===== config.mk =====
export PLATFORM = sky130hd
export DESIGN_NAME = runway_allocator
export DESIGN_NICKNAME = d
export VERILOG_FILES = /design/src/rtl/runway_allocator.sv
export SDC_FILE = /design/constraint.sdc
export NUM_CORES = 1
export LEC_CHECK = 0
export CAP_MARGIN = 25
export CORE_MARGIN = 2
export CORE_UTILIZATION = 44
export DETAILED_ROUTE_END_ITERATION = 16
export PLACE_DENSITY = 0.79
export SYNTH_ARGS = -nofsm -noshare
export SYNTH_HDL_FRONTEND = slang
export SYNTH_SLANG_ARGS = --single-unit

===== constraint.sdc =====
create_clock -name clk -period 1.65 [get_ports clk]
set_clock_uncertainty 0.05 [all_clocks]
set_input_delay 0.33 -clock clk [delete_from_list [all_inputs] [get_ports clk]]
set_output_delay 0.33 -clock clk [all_outputs]
set_load 0.02 [all_outputs]

===== src/rtl/runway_allocator.sv =====
// Runway allocator: grants one of NUM_RUNWAYS runways per accepted request,
// keeps each granted runway busy for OCC_CYCLES cycles, and parks one emergency.
module runway_allocator #(
    parameter int NUM_RUNWAYS = 2,
    parameter int OCC_CYCLES  = 15,
    parameter int RUNWAY_W    = (NUM_RUNWAYS > 2) ? $clog2(NUM_RUNWAYS) : 1,
    parameter int CNT_W       = $clog2(OCC_CYCLES + 1)
) (
    input  logic                   clk,
    input  logic                   rst,
    input  logic                   req_valid,
    output logic                   req_ready,
    input  logic [RUNWAY_W-1:0]    req_pref,
    input  logic                   req_emerg,
    output logic                   resp_valid,
    output logic                   resp_grant,
    output logic [RUNWAY_W-1:0]    resp_runway,
    output logic [NUM_RUNWAYS-1:0] busy,
    output logic                   emerg_pending
);

    localparam int PREF_SPAN = 1 << RUNWAY_W;

    typedef enum logic {
        ST_OPEN,
        ST_HOLD
    } state_e;

    state_e state_q, state_d;

    logic [NUM_RUNWAYS-1:0][CNT_W-1:0] cnt_q, cnt_d;
    logic [RUNWAY_W-1:0]               epref_q, epref_d;
    logic                              resp_valid_q, resp_valid_d;
    logic                              resp_grant_q, resp_grant_d;
    logic [RUNWAY_W-1:0]               resp_runway_q, resp_runway_d;

    logic [NUM_RUNWAYS-1:0] busy_w, free_w;
    logic [PREF_SPAN-1:0]   free_ext;
    logic [RUNWAY_W-1:0]    pref_w, sel_w;
    logic                   found_w;
    logic                   any_free, accept, hold_grant, do_grant, do_deny, do_park;

    // Out-of-range preferences index zero-padding in free_ext, so they fall back naturally.
    always_comb begin
        busy_w = '0;
        for (int unsigned i = 0; i < NUM_RUNWAYS; i++) begin
            busy_w[i] = (cnt_q[i] != '0);
        end
        free_w   = ~busy_w;
        any_free = |free_w;
        free_ext = '0;
        free_ext[NUM_RUNWAYS-1:0] = free_w;
        pref_w   = (state_q == ST_HOLD) ? epref_q : req_pref;

        sel_w   = '0;
        found_w = 1'b0;
        for (int unsigned i = 0; i < NUM_RUNWAYS; i++) begin
            if (free_w[i] && !found_w) begin
                sel_w   = RUNWAY_W'(i);
                found_w = 1'b1;
            end
        end
        if (free_ext[pref_w]) begin
            sel_w = pref_w;
        end
    end

    always_comb begin
        accept     = req_valid && (state_q == ST_OPEN);
        hold_grant = (state_q == ST_HOLD) && any_free;
        do_grant   = hold_grant || (accept && any_free);
        do_deny    = accept && !any_free && !req_emerg;
        do_park    = accept && !any_free && req_emerg;
    end

    // State register
    always_ff @(posedge clk) begin
        if (rst) begin
            state_q <= ST_OPEN;
        end else begin
            state_q <= state_d;
        end
    end

    // Next-state logic
    always_comb begin
        state_d = state_q;
        case (state_q)
            ST_OPEN: if (do_park) state_d = ST_HOLD;
            ST_HOLD: if (any_free) state_d = ST_OPEN;
            default: state_d = ST_OPEN;
        endcase
    end

    // Output logic
    always_comb begin
        req_ready     = (state_q == ST_OPEN);
        emerg_pending = (state_q == ST_HOLD);
        busy          = busy_w;
        resp_valid    = resp_valid_q;
        resp_grant    = resp_grant_q;
        resp_runway   = resp_runway_q;
    end

    always_comb begin
        cnt_d = cnt_q;
        for (int unsigned i = 0; i < NUM_RUNWAYS; i++) begin
            if (busy_w[i]) begin
                cnt_d[i] = cnt_q[i] - CNT_W'(1);
            end
            if (do_grant && (sel_w == RUNWAY_W'(i))) begin
                cnt_d[i] = CNT_W'(OCC_CYCLES);
            end
        end

        epref_d       = do_park ? req_pref : epref_q;
        resp_valid_d  = do_grant || do_deny;
        resp_grant_d  = resp_grant_q;
        resp_runway_d = resp_runway_q;
        if (do_grant) begin
            resp_grant_d  = 1'b1;
            resp_runway_d = sel_w;
        end else if (do_deny) begin
            resp_grant_d  = 1'b0;
            resp_runway_d = '0;
        end
    end

    always_ff @(posedge clk) begin
        if (rst) begin
            cnt_q         <= '0;
            epref_q       <= '0;
            resp_valid_q  <= 1'b0;
            resp_grant_q  <= 1'b0;
            resp_runway_q <= '0;
        end else begin
            cnt_q         <= cnt_d;
            epref_q       <= epref_d;
            resp_valid_q  <= resp_valid_d;
            resp_grant_q  <= resp_grant_d;
            resp_runway_q <= resp_runway_d;
        end
    end

endmodule


==> results.ini <==
[detailed_routing]
detail_route.wl_per_cell_um=14.2
vias=643
first_pass_iters=4
routed_wl_um=1620
drt_iter0_drc=20
vias_per_cell=5.64
drcViolationCount=0
ant_nets=0

[sta]
finalSetupTns_ns=-0.0518
hold_violations=0
tightest_slew_ns=0.328
min_period_over_period_pct=102
max_freq_mhz=597
layout_min_cycle_time_ns=1.67
layout_setup_ws_ns=-0.0249
rsz0062_at_grt=yes
slew_violations=0
hold_ws_ns=0.458
max_slew_margin_pct=77.9
setup_viol=4

[power_and_ir_drop]
p_comb_share_pct=65.1
p_int_mw=1.23
p_leak_nw=0.385
power.density_mw_per_mm2=2170
peakVddDrop_v=0.00110
power_frac_seq_pct=25.9
clockPowerShare_pct=9.0
p_switching_mw=0.896
swShare_pct=42.1

[cells_and_area]
drive_above_1_share_pct=43.4
instances_no_fill=114
n_antenna_cell=0
fin_area_um2=981
syn_to_final_growth_pct=51.1
nNetsFinal=109

[critical_path]
regToRegEndpoint=cnt_q[4]$_SDFFE_PP0P_
crit_chain=inv_2 -> ha_4 -> nor3b_4 -> inv_2 -> buf_6 -> or3_4 -> o311ai_4 -> a21oi_1
crit_top_cell=inv_2
cp_slowest_cell=dfxtp_2
worstPathRequired_ns=1.74
crit_fanout=5
worstSetupPathType=flip-flop to flip-flop
critical-path-max-stage-delay_ns=0.33
arrival_ns=1.76
rrSetupSlack_ns=-0.02
reg2reg_from=cnt_q[0]$_SDFFE_PP0P_
reg2regPathDepth=8
end_kind=flip-flop
crit_path_start_kind=flip-flop
startpoint=cnt_q[0]$_SDFFE_PP0P_
critical_path.endpoint=cnt_q[4]$_SDFFE_PP0P_

[place]
pre_cts_ws_ns=-0.133
dp.cells=108
hpwl_um=1050
routabilityCongestion=0.689
place_area_um2=885
port_buffers=11

[synth]
synth_compound_area_share_pct=21.0
synthSimpleGateAreaFrac_pct=17.3
synthTopCellsByCount=dfxtp_1 (13), a21oi_1 (9), nor2_1 (8)
ys_seq_area_share_pct=40.1
syn-cell-area_um2=649
synth_top_family_by_area=compound AO/OA/AOI/OAI gates
synth_edf_count=0
postSynthCellCount=72
muxShareOfSynthArea_pct=1.54
synth_flop_cell=dfxtp_1
synth_fa_ha_area_share_pct=7.71
synth_top_cell_by_area=dfxtp_1
synth.most_common_cell=dfxtp_1
synthXorXnorAreaFrac_pct=5.39
synthArstFlopShare_pct=0
synthTopCellsByArea=dfxtp_1 (40%), ha_1 (7.7%), a21oi_1 (6.9%), nor2_1 (4.6%), xnor2_1 (4.0%)
synthesis.nets=81
yosysWarnings=0
ys_ff_latch=13
avgSynthCellArea_um2=9.02
synth_top_area_share_pct=40.1
yosysUniqueCellTypes=25

[status]
status=finished with violations
violations=setup timing

[floorplan]
io_pins=12
die_height_um=42.4
die-area_mm2=0.00180
core-area_mm2=0.00133
initial_core_util_pct=48.7
num_rows=13
die_w_um=42.4

[clock_network]
ctsRootBufferMaster=clkbuf_4
cts_tree=yes
cts_made_buffers=3
clock_latency_ns=0.27
cts.path.max_buffers=2
htree_levels=1
cts.sinks=13
clk_pin_slew_ns=0.08

[flow_run]
cap_violations=0

[global_route]
grt_pass1_wl_um=2740
grt_pass1_vias=642
track_usage_pct=19.6
grt.overflow.total=0
antenna_found_initial=0
grt_max_degree=14

[min_path]
hold_path_class=flip-flop to flip-flop
hold_start=resp_runway$_SDFFE_PP0P_

[final cells by class]
class / instances / area (um^2)
clock inverter: 1 / 5.00
multi-input combinational: 50 / 427
inverter: 7 / 26.3
fill: 95 / 353
sequential: 13 / 265
tap: 15 / 18.8
timing repair buffer: 25 / 216
clock buffer: 3 / 22.5
[layout by cell type, fill, tap and decap left out, types with 2 or more instances in the layout]
master	Yosys	final
a21oi_1	9	8
buf_4	0	12
buf_6	0	3
clkbuf_4	0	3
clkdlybuf4s50_1	0	7
dfxtp_1	13	9
dfxtp_2	0	4
dlygate4sd2_1	0	2
ha_1	4	2
ha_4	0	2
inv_2	2	7
nand2_1	4	4
nor2_1	8	8
nor3_1	2	2
nor3b_4	1	2
o21ai_0	5	3
xnor2_1	3	3
[sequential cells by signal (all words and copies together), names as in the netlist]
| signal | cells |
|---|---|
| resp_valid | 1 |
| resp_grant | 1 |
| resp_runway | 1 |
| emerg_pending | 1 |
| epref_q | 1 |
| cnt_q | 8 |
[critical path: cells and delay by family, from the launching register on]
kind | cells | cell delay, ns
buf+inv | 3 | 0.26
fa+ha+maj | 1 | 0.13
flops | 1 | 0.33
simple gates | 2 | 0.54
compound gates | 2 | 0.23
[cells by family after synthesis]
kind of cell / count (synthesis)
flops: 13
xor+xnor: 4
simple gates: 20
mux: 1
buf+inv: 9
compound gates: 21
fa+ha+maj: 4
[stage by stage]
| step | utilization, % | power [mW] |
|---|---|---|
| floorplan | - | 1.27 |
| global placement | 66.3 | 1.68 |
| detailed placement | 66.3 | 1.72 |
| CTS | 69.8 | 1.96 |
| global route | 73.5 | 2.30 |
| finish | 73.5 | 2.13 |
[metal layers]
| layer | vias to the layer above | global-route usage (%) | part of all wire (%) | wire, um |
|---|---|---|---|---|
| met5 | - | 0 | 0 | 0 |
| li1 | 309 | - | - | - |
| met4 | 0 | 7.50 | 3.4 | 55 |
| met2 | 21 | 34.2 | 50 | 814 |
| met1 | 305 | 24.1 | 42 | 685 |
| met3 | 8 | 2.59 | 3.7 | 59 |
[how the worst min path moves through the flow]
stage / to / cells after the start
after floorplan: emerg_pending$_SDFF_PP0_ / 1
after global placement: resp_runway$_SDFFE_PP0P_ / 2
after detailed placement: resp_runway$_SDFFE_PP0P_ / 2
after CTS: resp_runway$_SDFFE_PP0P_ / 2
after global routing: resp_runway$_SDFFE_PP0P_ / 2
final: resp_runway$_SDFFE_PP0P_ / 2
[power groups by stage]
stage	combinational, mW	sequential [mW]	clock (mW)
3_5_place_dp	1.18	0.537	0
6_report	1.39	0.551	0.192
4_1_cts	1.23	0.533	0.196
2_1_floorplan	0.709	0.557	0
5_1_grt	1.52	0.564	0.217
3_3_place_gp	1.15	0.529	0
[repair_timing]
action,4_1_cts,5_1_grt
gates cloned,0,0
hold buffers,0,0
buffers inserted,2,1
pin swaps,4,1
resized for setup,14,16
endpoints found under the setup margin,13,13
Note: power is estimated with default switching activity, not from simulation.
